## src/rtl/alu_pkg.sv

```systemverilog
// Shared definitions for the alu block.
//   alu_op_e : 4-bit opcode encoding carried on the alu operation port.
//   ALU_OP_W : width of the opcode field.
package alu_pkg;

  localparam int unsigned ALU_OP_W = 4;

  typedef enum logic [ALU_OP_W-1:0] {
    OP_ADD = 4'd0,
    OP_SUB = 4'd1,
    OP_MUL = 4'd2,
    OP_DIV = 4'd3,
    OP_AND = 4'd4,
    OP_OR  = 4'd5,
    OP_NOT = 4'd6,
    OP_SHL = 4'd7,
    OP_SHR = 4'd8
  } alu_op_e;

endpackage

```

## src/rtl/alu_shifter.sv

```systemverilog
// Combinational barrel shifter for the alu.
//   a      : value to shift
//   b      : shift amount, full unsigned value of the operand
//   left   : 1 = shift left, 0 = shift right
//   arith  : right shifts only; 1 = sign-fill, 0 = zero-fill
//   result : shifted value
// Shift amounts of N or more saturate: 0 for left/logical right,
// all copies of a[N-1] for arithmetic right.
module alu_shifter #(
  parameter int unsigned N = 8
) (
  input  logic [N-1:0] a,
  input  logic [N-1:0] b,
  input  logic         left,
  input  logic         arith,
  output logic [N-1:0] result
);

  logic oversize;

  // Compare in a fixed 64-bit domain so the check works for every legal N.
  assign oversize = (64'(b) >= 64'(N));

  always_comb begin
    result = '0;
    if (left) begin
      result = oversize ? '0 : (a << b);
    end else if (arith) begin
      result = oversize ? {N{a[N-1]}} : N'($signed(a) >>> b);
    end else begin
      result = oversize ? '0 : (a >> b);
    end
  end

endmodule

```

## src/rtl/alu.sv

```systemverilog
// N-bit integer ALU with registered outputs (1-cycle latency, one op per cycle).
//   clk, rst    : rising-edge clock, synchronous active-high reset
//   a, b        : operands (b is also the shift amount)
//   operation   : opcode, see alu_pkg::alu_op_e; undefined codes give 0
//   is_signed   : two's-complement semantics for div and shr
//   result      : registered result
//   zero        : result is all zeros
//   carry       : add carry-out / sub borrow, 0 otherwise
//   overflow    : signed overflow of add/sub, 0 otherwise
//   div_by_zero : div with b == 0 (result forced to all ones)
module alu
  import alu_pkg::*;
#(
  parameter int unsigned N = 8
) (
  input  logic                clk,
  input  logic                rst,
  input  logic [N-1:0]        a,
  input  logic [N-1:0]        b,
  input  logic [ALU_OP_W-1:0] operation,
  input  logic                is_signed,
  output logic [N-1:0]        result,
  output logic                zero,
  output logic                carry,
  output logic                overflow,
  output logic                div_by_zero
);

  localparam logic [N-1:0] MOST_NEG = {1'b1, {(N-1){1'b0}}};

  alu_op_e      op;
  logic [N:0]   sum;
  logic [N:0]   diff;
  logic [N-1:0] prod;
  logic [N-1:0] quot;
  logic [N-1:0] shifted;
  logic         b_zero;

  logic [N-1:0] res_d;
  logic         carry_d;
  logic         ovf_d;
  logic         dbz_d;

  assign op     = alu_op_e'(operation);
  assign sum    = {1'b0, a} + {1'b0, b};
  assign diff   = {1'b0, a} - {1'b0, b};
  assign prod   = a * b;
  assign b_zero = (b == '0);

  // Zero divisor and most-negative / -1 are resolved explicitly so the
  // native divide operator never sees an undefined case.
  always_comb begin
    quot = '0;
    if (b_zero) begin
      quot = '1;
    end else if (is_signed) begin
      if (a == MOST_NEG && b == '1) begin
        quot = MOST_NEG;
      end else begin
        quot = N'($signed(a) / $signed(b));
      end
    end else begin
      quot = a / b;
    end
  end

  alu_shifter #(.N(N)) u_shifter (
    .a      (a),
    .b      (b),
    .left   (op == OP_SHL),
    .arith  (is_signed),
    .result (shifted)
  );

  always_comb begin
    res_d   = '0;
    carry_d = 1'b0;
    ovf_d   = 1'b0;
    dbz_d   = 1'b0;
    case (op)
      OP_ADD: begin
        res_d   = sum[N-1:0];
        carry_d = sum[N];
        ovf_d   = (a[N-1] == b[N-1]) && (sum[N-1] != a[N-1]);
      end
      OP_SUB: begin
        res_d   = diff[N-1:0];
        carry_d = diff[N];
        ovf_d   = (a[N-1] != b[N-1]) && (diff[N-1] != a[N-1]);
      end
      OP_MUL: res_d = prod;
      OP_DIV: begin
        res_d = quot;
        dbz_d = b_zero;
      end
      OP_AND: res_d = a & b;
      OP_OR:  res_d = a | b;
      OP_NOT: res_d = ~a;
      OP_SHL: res_d = shifted;
      OP_SHR: res_d = shifted;
      default: res_d = '0;
    endcase
  end

  always_ff @(posedge clk) begin
    if (rst) begin
      result      <= '0;
      zero        <= 1'b1;
      carry       <= 1'b0;
      overflow    <= 1'b0;
      div_by_zero <= 1'b0;
    end else begin
      result      <= res_d;
      zero        <= (res_d == '0);
      carry       <= carry_d;
      overflow    <= ovf_d;
      div_by_zero <= dbz_d;
    end
  end

endmodule

```

## config.mk

```make
export PLATFORM = sky130hd
export DESIGN_NAME = alu
export DESIGN_NICKNAME = d
export VERILOG_FILES = /design/src/rtl/alu_pkg.sv /design/src/rtl/alu_shifter.sv /design/src/rtl/alu.sv
export SDC_FILE = /design/constraint.sdc
export NUM_CORES = 1
export LEC_CHECK = 0
export CELL_PAD_IN_SITES_DETAIL_PLACEMENT = 0
export CELL_PAD_IN_SITES_GLOBAL_PLACEMENT = 1
export CORE_UTILIZATION = 50
export CTS_BUF_LIST = sky130_fd_sc_hd__clkbuf_4
export DETAILED_ROUTE_END_ITERATION = 6
export PLACE_DENSITY_LB_ADDON = 0.1
export SETUP_SLACK_MARGIN = 0.2
export SLEW_MARGIN = 30
export SYNTH_ARGS = -nofsm -noshare
export SYNTH_HDL_FRONTEND = slang
export SYNTH_HIERARCHICAL = 1
export SYNTH_SLANG_ARGS = --single-unit
```

## constraint.sdc

```tcl
create_clock -name clk -period 31.1 [get_ports clk]
set_clock_uncertainty 0.1 [all_clocks]
set_input_delay 4.665 -clock clk [delete_from_list [all_inputs] [get_ports clk]]
set_output_delay 4.665 -clock clk [all_outputs]
set_load 0.03 [all_outputs]
```

==> impl_metrics.json, run 1 <==
{
  "max_stage_delay_ps": 610,
  "cts_tree": "done",
  "nFillCells": 1249,
  "power_density_nw_per_um2": 34.00,
  "initial_core_util": 0.5166,
  "place.gp.congestion": 0.8955,
  "hpwl_um": 16870,
  "netlist_area_sq_um": 6868,
  "dieArea_sq_um": 14210,
  "hold_class": "in -> reg",
  "drt_iter0_markers": 610,
  "clock_power_share": 0.038,
  "grt_max_degree": 44,
  "htree_levels": 1,
  "fin_area_sq_um": 7390,
  "final_cells": 1088,
  "holdPathStages": 2,
  "ys_seq_elements": 12,
  "fin_tns_setup_ps": 0,
  "avgSynthCellArea_sq_um": 7.682,
  "cts_resized": 0,
  "hold_ws_ps": 4938,
  "finalCriticalPeriod_ps": 19190,
  "dp_slack_ps": 11790,
  "drive_gt1_frac": 0.1031,
  "clockRootBuffer": "clkbuf_4",
  "layout_commonest_cell": "ha_1",
  "p_seq_frac": 0.065,
  "swShare": 0.5218,
  "synth.yosys.seq_area_share": 0.03498,
  "finalHoldViolCount": 0,
  "cts_buffers": 3,
  "clk_path_buf_depth": 2,
  "postCtsHoldBufs": 0,
  "fin_ws_ps": 11910,
  "io_pins": 35,
  "wl_per_cell_um": 20.12,
  "cp_slowest_cell": "or4b_2",
  "drc": 0,
  "diodes": 0,
  "synth_enable_flop_cells": 0,
  "cp_num_buf_inv": 5,
  "setup_violations": 0,
  "end_kind": "register",
  "overflow": 0,
  "area_delta_synth_final_pct": 7.597,
  "p_leak_nw": 3.216,
  "dp.cells": 1084,
  "io_buffers": 34,
  "synth_ff_type": "dfxtp_1",
  "async_flop_share": 0,
  "cp_data_arrival_time_ps": 19270,
  "core_area_sq_um": 13300,
  "finalNetCount": 1068,
  "start_kind": "input port",
  "cp_data_required_time_ps": 31170,
  "cts_num_sinks": 12,
  "cpLargestDelayFamily": "compound AO/OA/AOI/OAI gates",
  "die_y_um": 119.2,
  "worst_pin_slew_ps": 861.9,
  "crit_top_cell": "ha_1",
  "placed_area_sq_um": 7362,
  "cp_max_fo": 37,
  "ir_worst_vdd_uv": 21.21,
  "timing.slew.headroom": 0.4236,
  "power_switching_mw": 0.1311,
  "wirelength_um": 21890,
  "cap_viol_max_count": 0,
  "grt_pass1_vias": 6799,
  "synth_cells": 894,
  "rsz0062_at_grt": "false",
  "syn-num-nets": 1049,
  "die_x_um": 119.2,
  "path_clk_slew_ps": 70,
  "ant_nets": 0,
  "path_class": "in -> reg",
  "utilization": 0.5558,
  "rows": 42,
  "status": "complete, no violations",
  "post_cts_buffers": 0,
  "min_from": "rst",
  "firstDrtPassIters": 5,
  "track_usage": 0.3130,
  "comb_power_share": 0.897,
  "grt_pass1_wl_um": 35570,
  "min_period_over_period": 0.6171,
  "fmax_ghz": 0.05210,
  "viasPerCell": 6.278,
  "final_max_slew_viol_count": 0,
  "mostFrequentLayoutCells": "ha_1, nor2_1, nand2_1",
  "intPower_mw": 0.1201,
  "antenna_found_initial": 0,
  "vias": 6830,
  "ys_warn_count": 6,
  "total_power_mw": 0.2512,
  "ys_types": 89,
  "worstHoldEndpoint": "div_by_zero"
}
==> logic make-up (layout without fill, tap and decap cells) <==
logic type / after synthesis / count (layout) / synth area share
buffers and inverters: 99 / 117 / 0.06249
multiplexers: 64 / 64 / 0.1084
XOR/XNOR: 62 / 62 / 0.07907
AO/OA/AOI/OAI: 232 / 232 / 0.2396
adder cells (fa/ha/maj): 132 / 132 / 0.2558
flip-flops: 12 / 12 / 0.03498
AND/OR/NAND/NOR: 293 / 293 / 0.2197
==> per-layer routing <==
layer / wire length (um) / GRT usage / up-vias
met2: 10240 / 0.5280 / 244
met3: 1349 / 0.04023 / 26
met5: 0 / 0 / -
met4: 282 / 0.06646 / 0
li1: - / - / 3309
met1: 10020 / 0.4232 / 3251
==> worst max-delay path by stage <==
stage	start	end	slack, ps	depth (start not counted)
after floorplan	b[1]	zero	13740	54
after global placement	a[2]	zero	12370	53
after detailed placement	b[1]	zero	11790	52
after CTS	b[1]	zero	12030	52
after global routing	b[1]	zero	11020	52
final	b[1]	zero	11910	52
==> cells in the mapped netlist, types with 8 or more instances <==
library cell,n,area share
or2_2,9,0.0082
dfxtp_1,12,0.035
nand3_1,18,0.013
o21a_1,23,0.025
a21o_1,11,0.012
o21bai_1,8,0.0087
a211oi_1,9,0.0098
nand2_1,58,0.032
nor3_1,34,0.025
inv_1,57,0.031
nand2b_1,13,0.012
mux2_2,29,0.048
xnor2_1,49,0.062
clkbuf_1,23,0.013
a21oi_1,39,0.028
mux2i_1,29,0.042
ha_1,118,0.21
o21ai_0,45,0.033
and2_1,12,0.011
nor2b_1,13,0.012
nor2_1,85,0.046
fa_1,14,0.041
xor2_1,13,0.017
o22ai_1,9,0.0082
o31ai_1,9,0.0098
==> final cells by class <==
type	instances	area [sq um]	area share
Clock buffer	3	22.52	0.003048
Clock inverter	1	3.754	0.0005080
Inverter	60	225.2	0.03048
Multi-Input combinational cell	783	6200	0.8390
Sequential cell	12	240.2	0.03251
Tap cell	176	220.2	0.02980
Timing Repair Buffer	53	478.0	0.06468
==> power groups by stage <==
stage	Clock, mW	Combinational (mW)	Sequential, mW
3_5_place_dp	0	0.222	0.0168
2_1_floorplan	0	0.167	0.0184
5_1_grt	0.0110	0.250	0.0165
4_1_cts	0.00990	0.223	0.0165
6_report	0.00946	0.225	0.0164
3_3_place_gp	0	0.215	0.0168
==> state kept, by name, indices dropped and copies added, names as in the netlist <==
signal       cells
zero             1
div_by_zero      1
result           8
carry            1
overflow         1
Note: power is estimated with default switching activity, not from simulation.
==> inputs of run 2 (changes only) <==
CORE_UTILIZATION = 48   (was 50)
clock period = 20 ns   (was 31.1 ns; I/O delays follow)
==> run 2 against run 1 <==
Worst setup slack got worse by 9400 ps. Global-route usage decreased by 1.3 points. Largest power group unchanged. Routed wire length increased by 0.26%. Clock power increased by 63%. Power increased by 56%. Sequential share of layout area about the same. Sequential power increased by 56%. First-iteration DRC count decreased by 8.4%.
==> impl_metrics.json, run 2 (synthesized netlist as in run 1, its figures left out) <==
{
  "status": "complete, no violations",
  "post_cts_buffers": 0,
  "wirelength_um": 21950,
  "final_cells": 1090,
  "layout_commonest_cell": "ha_1",
  "drive_gt1_frac": 0.1022,
  "final_max_slew_viol_count": 0,
  "cp_slowest_cell": "or4b_2",
  "end_kind": "register",
  "cts_resized": 0,
  "power_density_nw_per_um2": 53.32,
  "placed_area_sq_um": 7347,
  "crit_top_cell": "ha_1",
  "fmax_ghz": 0.05716,
  "fin_area_sq_um": 7373,
  "viasPerCell": 6.264,
  "finalCriticalPeriod_ps": 17500,
  "finalHoldViolCount": 0,
  "timing.slew.headroom": 0.4289,
  "postCtsHoldBufs": 0,
  "diodes": 0,
  "firstDrtPassIters": 7,
  "overflow": 0,
  "clockRootBuffer": "clkbuf_4",
  "startpoint": "b[1]",
  "setup_violations": 0,
  "hold_class": "in -> reg",
  "ant_nets": 0,
  "p_leak_nw": 3.206,
  "die_y_um": 121.6,
  "finalNetCount": 1066,
  "wl_per_cell_um": 20.14,
  "cts_buffers": 3,
  "total_power_mw": 0.3931,
  "endpoint": "zero",
  "clock_power_share": 0.039,
  "drt_iter0_markers": 559,
  "path_class": "in -> reg",
  "core_area_sq_um": 13930,
  "grt_max_degree": 44,
  "htree_levels": 1,
  "p_seq_frac": 0.065,
  "vias": 6828,
  "start_kind": "input port",
  "largest_register_ffs": 8,
  "dieArea_sq_um": 14790,
  "dp.cells": 1086,
  "cp_data_arrival_time_ps": 17580,
  "dp_slack_ps": 2465,
  "track_usage": 0.3000,
  "min_period_over_period": 0.8748,
  "io_buffers": 34,
  "path_clk_slew_ps": 80,
  "antenna_found_initial": 0,
  "largest_register": "result",
  "intPower_mw": 0.1859,
  "initial_core_util": 0.4929,
  "fin_ws_ps": 2504,
  "cp_max_fo": 37,
  "worst_pin_slew_ps": 851.0,
  "io_pins": 35,
  "grt_pass1_wl_um": 34730,
  "die_x_um": 121.6,
  "cts_num_sinks": 12,
  "hold_ws_ps": 3275,
  "grt_pass1_vias": 6614,
  "cap_viol_max_count": 0,
  "drc": 0,
  "clk_path_buf_depth": 2,
  "power_switching_mw": 0.2072,
  "nFillCells": 1365,
  "place.gp.congestion": 0.8808,
  "cp_data_required_time_ps": 20090,
  "hpwl_um": 16650,
  "utilization": 0.5291,
  "area_delta_synth_final_pct": 7.360,
  "cts_tree": "done",
  "rows": 43,
  "rsz0062_at_grt": "false",
  "fin_tns_setup_ps": 0,
  "comb_power_share": 0.896,
  "max_stage_delay_ps": 610,
  "swShare": 0.5270,
  "mostFrequentLayoutCells": "ha_1, nor2_1, nand2_1",
  "ir_worst_vdd_uv": 40.36
}
## run 2: metal layers
metal,wire length [um],track usage,vias to the layer above
met2,10030,0.4993,242
met1,10330,0.4212,3231
li1,-,-,3316
met5,0,0,-
met4,439,0.06481,0
met3,1152,0.02247,39
## run 2: final cells by class
| cell class | count | area, sq um | area share |
|---|---|---|---|
| repair buffers | 51 | 457.9 | 0.06211 |
| clock buffers | 3 | 22.52 | 0.003054 |
| well taps | 180 | 225.2 | 0.03054 |
| clock inverters | 1 | 3.754 | 0.0005091 |
| multi-input cells | 783 | 6198 | 0.8407 |
| flip-flops and latches | 12 | 240.2 | 0.03258 |
| inverters | 60 | 225.2 | 0.03054 |
## run 2: worst min-delay path by stage
stage                  from     endpoint  slack [ps]  depth (start not counted)
4_1_cts        operation[0]     overflow        3260                          3
3_5_place_dp   operation[0]     overflow        3550                          3
3_3_place_gp            rst  div_by_zero        3550                          2
6_report       operation[0]     overflow        3280                          3
5_1_grt        operation[0]     overflow        3330                          3
2_1_floorplan           rst  div_by_zero        2970                          1
## run 2: power groups by stage
stage | sequential, mW | clock [mW] | combinational [mW]
after floorplan | 0.0287 | 0 | 0.260
after global placement | 0.0261 | 0 | 0.338
after detailed placement | 0.0262 | 0 | 0.347
after CTS | 0.0256 | 0.0156 | 0.349
after global routing | 0.0257 | 0.0172 | 0.387
final | 0.0256 | 0.0154 | 0.352
## run 2: worst max-delay path: cells and delay by family
family | cells | cell delay (ps)
buf+inv | 5 | 1780
simple gates | 11 | 3290
mux | 6 | 2030
xor+xnor | 1 | 190
compound gates | 21 | 4770
fa+ha+maj | 8 | 2430
==> RTL change 1: new RTL, config.mk and constraints of run 2 <==
Make the reset (`rst`) asynchronous in one clocked block. Comments in the files are not updated.
--- a/src/rtl/alu.sv
+++ b/src/rtl/alu.sv
@@ -103,5 +103,5 @@
   end
 
-  always_ff @(posedge clk) begin
+  always_ff @(posedge clk or posedge rst) begin
     if (rst) begin
       result      <= '0;
Check against the original RTL: differs if rst is asserted again (counterexample within 4 cycles, from zero or initial values and one cycle with rst high); with rst held inactive, the same outputs for 10 cycles.
==> RTL change 1 against run 2 <==
- first-iteration DRC count rose by 13%
- core utilization rose by 0.40 points
- largest power group unchanged
- worst setup slack improved by 690 ps
- total power rose by 4.5%
- critical path type unchanged
- die area rose by 0.34%
- via count rose by 0.86%
- synthesized cell count rose by 1.2%
- cell area rose by 0.76%
- routed wire length rose by 2.2%
- sequential cell count did not move
- sequential share of layout area rose by 0.80 points
- synthesized area rose by 0.35%
==> RTL change 1: results <==
[grt]
number_of_global_route_vias_before_repair = 6780
grt_start_max_net_pins = 44
grt_antenna_before_repair = 0
met2_usage_pct = 50.7
grt_first_pass_wirelength_um = 35900
grtUsageMet1_pct = 43.1
track_usage_pct = 30.7

[critical_path]
crit_path_start = "b[0]"
crit_slowest_cell = "sky130_fd_sc_hd__a222oi_1"
family_with_the_most_delay_on_the_worst_path = "compound AO/OA/AOI/OAI gates"
path_max_fanout = 43
worst_path_largest_cell_delay_ps = 540
cp_data_arrival_time_ps = 16870

[synth]
yosysUniqueCellTypes = 87
synth_top_cells_by_area = "sky130_fd_sc_hd__ha_1 (21%), sky130_fd_sc_hd__xnor2_1 (6.0%), sky130_fd_sc_hd__nor2_1 (4.8%)"
syn_inst = 905
mappedNetlistNets = 1060
synth-main-ff-cell = "sky130_fd_sc_hd__dfrtp_1"
synth_seq_area_share_pct = 4.38
commonest_cells_in_the_netlist = "sky130_fd_sc_hd__ha_1 (118), sky130_fd_sc_hd__nor2_1 (88), sky130_fd_sc_hd__nand2_1 (70), sky130_fd_sc_hd__inv_1 (64), sky130_fd_sc_hd__xnor2_1 (47)"
synth_top_area_share_pct = 21.4
postSynth.asyncResetShare_pct = 100

[power_and_ir_drop]
ir_drop_uv = 37.3
leakage_uw = 0.00334
sw_frac_of_total_pct = 53.5

[sta]
timing.max_slew.rel_slack_pct = 37.6

[placed_design]
post-place-cells = 1098
dpl_worst_slack_ps = 3200
buffer_ports.inserted = 34
place_congestion = 0.973
detailed_place.area_mm2 = 0.00740
detailed_place_hpwl_um = 17200

[routing]
drt-total-wl_um = 22400
routed_wl_met2_um = 10200
route.met3.wl_um = 1460
drt-pass1-iter-count = 5
drtIter0Drc = 631
avgRoutedWirePerCell_um = 20.4
routed_metal_1_wirelength_um = 10400
total_vias_in_the_final_route = 6887

[final_layout]
largest_register_ffs = 8
share_of_cells_above_drive_strength_1_pct = 8.89

[clock_tree]
clock_tree_from_tritoncts = "built"
num_cts_buffers = 3
cts.clk_slew.worst_paths_ps = 70

[status]
status = "complete, no violations"

[min_path]
hold_path_class = "in2async"
[RTL change 1: changes by cell type after synthesis, moves of 9 or more]
cell and change:
sky130_fd_sc_hd__dfxtp_1 -12, sky130_fd_sc_hd__nor3_1 +12, sky130_fd_sc_hd__dfrtp_1 +11, sky130_fd_sc_hd__mux2_2 -9, sky130_fd_sc_hd__nand2_1 +12
[RTL change 1: cell families (layout without fill, tap and decap cells)]
| kind of cell | Yosys count | in the layout | share of synthesized area (%) |
|---|---|---|---|
| muxes | 58 | 58 | 10.1 |
| xor gates and xnor gates | 62 | 62 | 7.88 |
| and+or+nand+nor | 288 | 288 | 20.7 |
| adders and majority gates | 132 | 132 | 25.5 |
| buffers and inverters | 107 | 124 | 6.35 |
| DFF | 12 | 12 | 4.38 |
| AOI/OAI and AO/OA | 246 | 246 | 25.0 |
[RTL change 1: area by class of cell]
| class | instances | area, µm² |
|---|---|---|
| timing repair buffer | 53 | 473 |
| fill | 1334 | 6500 |
| clock inverter | 1 | 3.75 |
| sequential | 12 | 302 |
| tap | 180 | 225 |
| inverter | 67 | 251 |
| clock buffer | 3 | 22.5 |
| multi-input combinational | 786 | 6150 |
[RTL change 1: final timing paths]
kind | end | slack, ps | cells after the start
min | result[6] | 2930 | 2
max in group asynchronous | zero | 16550 | 2
max | zero | 3200 | 54
min in group clk | overflow | 3520 | 4
[RTL change 1: power groups by stage]
stage          combinational [µW]  clock [µW]  sequential [µW]
6_report                      368        14.4             28.6
5_1_grt                       404        15.9             28.9
4_1_cts                       364        15.0             28.6
3_5_place_dp                  361           0             29.1
3_3_place_gp                  355           0             29.1
2_1_floorplan                 261           0             35.7
==> RTL change 2: new RTL, settings of run 2 <==
Made on the original files. Register the inputs `b`, `operation` and `is_signed` before use. The logic sees them one clock later. The other inputs are not delayed to match.
--- a/src/rtl/alu.sv
+++ b/src/rtl/alu.sv
@@ -29,4 +29,14 @@
   localparam logic [N-1:0] MOST_NEG = {1'b1, {(N-1){1'b0}}};
 
+  logic [N-1:0] b_q;
+  logic [ALU_OP_W-1:0] operation_q;
+  logic is_signed_q;
+
+  always_ff @(posedge clk) begin
+    b_q         <= b;
+    operation_q <= operation;
+    is_signed_q <= is_signed;
+  end
+
   alu_op_e      op;
   logic [N:0]   sum;
@@ -42,9 +52,9 @@
   logic         dbz_d;
 
-  assign op     = alu_op_e'(operation);
-  assign sum    = {1'b0, a} + {1'b0, b};
-  assign diff   = {1'b0, a} - {1'b0, b};
-  assign prod   = a * b;
-  assign b_zero = (b == '0);
+  assign op     = alu_op_e'(operation_q);
+  assign sum    = {1'b0, a} + {1'b0, b_q};
+  assign diff   = {1'b0, a} - {1'b0, b_q};
+  assign prod   = a * b_q;
+  assign b_zero = (b_q == '0);
 
   // Zero divisor and most-negative / -1 are resolved explicitly so the
@@ -54,12 +64,12 @@
     if (b_zero) begin
       quot = '1;
-    end else if (is_signed) begin
-      if (a == MOST_NEG && b == '1) begin
+    end else if (is_signed_q) begin
+      if (a == MOST_NEG && b_q == '1) begin
         quot = MOST_NEG;
       end else begin
-        quot = N'($signed(a) / $signed(b));
+        quot = N'($signed(a) / $signed(b_q));
       end
     end else begin
-      quot = a / b;
+      quot = a / b_q;
     end
   end
@@ -67,7 +77,7 @@
   alu_shifter #(.N(N)) u_shifter (
     .a      (a),
-    .b      (b),
+    .b      (b_q),
     .left   (op == OP_SHL),
-    .arith  (is_signed),
+    .arith  (is_signed_q),
     .result (shifted)
   );
@@ -82,10 +92,10 @@
         res_d   = sum[N-1:0];
         carry_d = sum[N];
-        ovf_d   = (a[N-1] == b[N-1]) && (sum[N-1] != a[N-1]);
+        ovf_d   = (a[N-1] == b_q[N-1]) && (sum[N-1] != a[N-1]);
       end
       OP_SUB: begin
         res_d   = diff[N-1:0];
         carry_d = diff[N];
-        ovf_d   = (a[N-1] != b[N-1]) && (diff[N-1] != a[N-1]);
+        ovf_d   = (a[N-1] != b_q[N-1]) && (diff[N-1] != a[N-1]);
       end
       OP_MUL: res_d = prod;
@@ -94,6 +104,6 @@
         dbz_d = b_zero;
       end
-      OP_AND: res_d = a & b;
-      OP_OR:  res_d = a | b;
+      OP_AND: res_d = a & b_q;
+      OP_OR:  res_d = a | b_q;
       OP_NOT: res_d = ~a;
       OP_SHL: res_d = shifted;
Function: changed (Yosys sat finds a counterexample within 4 cycles, from zero or initial values and one cycle with rst high).
==> RTL change 2 against run 2 <==
- critical path depth shrank 2
- sequential cell count grew 13
- highest routed layer unchanged
- synthesized area grew 3.4%
- global-route usage is essentially flat
- total power grew 7.2%
- cell area grew 3.1%
- critical path type unchanged
- routed wire length grew 3.0%
- via count grew 3.2%
- worst setup slack lost 400 ps
- synthesized cell count grew 1.9%
- largest cell class unchanged
- largest power group unchanged
- hold slack lost 2400 ps
==> RTL change 2: results <==
[critical_path]
r2r.worst_path.cells = 52
crit_slowest_cell = "sky130_fd_sc_hd__clkdlybuf4s50_1"
path_max_fanout = 13
cp_data_arrival_time_ps = 18020
worst_path_largest_cell_delay_ps = 970
crit_path_start = "a[0]"

[synth]
commonest_cells_in_the_netlist = "sky130_fd_sc_hd__ha_1 (118), sky130_fd_sc_hd__nor2_1 (84), sky130_fd_sc_hd__inv_1 (56), sky130_fd_sc_hd__nand2_1 (54), sky130_fd_sc_hd__a21oi_1 (53)"
total_of_flip_flops_plus_latches_after_synthesis = 25
yosysUniqueCellTypes = 90
synth_top_cells_by_area = "sky130_fd_sc_hd__ha_1 (21%), sky130_fd_sc_hd__dfxtp_1 (7.1%), sky130_fd_sc_hd__xnor2_1 (5.1%)"
synth_seq_area_share_pct = 7.05

[sta]
holdWs_ps = 857
measured_slew_at_the_worst_slew_check_pin_ps = 852
min_period_over_period_pct = 89.5

[final_layout]
register_share_of_the_cell_area_pct = 6.62
multi_input_combinational_area_share_pct = 81.3
layout.nets = 1074
share_of_cells_above_drive_strength_1_pct = 9.26
buffers = 46
layout.filler_cells = 1414
area_share_nonclk_buffers_pct = 5.66
clock_cell_area_share_pct = 0.395

[clock_tree]
cts.clk_slew.worst_paths_ps = 140
worst_skew_late_latency_ps = 310
clk_path_buf_depth = 2

[placed_design]
detailed_place_hpwl_um = 17400
place_congestion = 0.944
dpl_worst_slack_ps = 1830

[routing]
drtIter0Drc = 713
drt-total-wl_um = 22600
total_vias_in_the_final_route = 7047

[grt]
grt_first_pass_wirelength_um = 35700
track_usage_pct = 30.0
number_of_global_route_vias_before_repair = 6796

[status]
status = "complete, no violations"

[min_path]
whs_endpoint = "div_by_zero"
hold_path_class = "reg2reg"
hold-path-cell-count = 3
hold_path.startpoint = "op[0]"

[power_and_ir_drop]
ir_drop_uv = 24.1
p_sw_uw = 216
leakage_uw = 0.00328

[floorplanning]
core_area_mm2 = 0.0145
-- RTL change 2: changes by cell type in the layout (fill, tap and decap cells not counted), sizes merged, moves of 6 or more --
| cell | before | now |
|---|---|---|
| and2 | 12 | 6 |
| or2 | 10 | 4 |
| a21oi | 39 | 53 |
| xnor2 | 49 | 41 |
| buf | 19 | 12 |
| o21ai | 52 | 58 |
| nand3 | 18 | 12 |
| dfxtp | 12 | 25 |
-- RTL change 2: power by group through the flow --
stage / registers, µW / logic, µW / clock network (µW)
after CTS: 57.5 / 338 / 23.2
after global routing: 58.1 / 379 / 26.2
final: 57.6 / 341 / 22.5
after floorplan: 59.0 / 253 / 0
after global placement: 58.6 / 325 / 0
after detailed placement: 58.6 / 335 / 0
-- RTL change 2: cell families after synthesis --
kind of cell	share of synthesized area [%]
xor gates and xnor gates	7.03
DFF	7.05
muxes	9.47
buffers and inverters	6.01
and+or+nand+nor	20.0
AOI/OAI and AO/OA	25.7
adders and majority gates	24.7
-- RTL change 2: metrics by stage --
| stage | cell area (µm²) | util [%] | total power, µW | instances |
|---|---|---|---|---|
| floorplan | 7100 | - | 312 | 911 |
| global route | 7600 | 52.5 | 463 | 1102 |
| detailed placement | 7560 | 52.2 | 394 | 1098 |
| finish | 7600 | 52.5 | 421 | 1102 |
| CTS | 7590 | 52.4 | 418 | 1102 |
| global placement | 7560 | 52.2 | 383 | 1098 |
-- RTL change 2: per-layer routing --
metal | up-vias | GRT usage, % | part of all wire [%]
met5 | - | 0 | 0
li1 | 3380 | - | -
met3 | 43 | 4.35 | 8.0
met2 | 328 | 47.4 | 44
met4 | 0 | 7.45 | 1.8
met1 | 3296 | 42.5 | 46
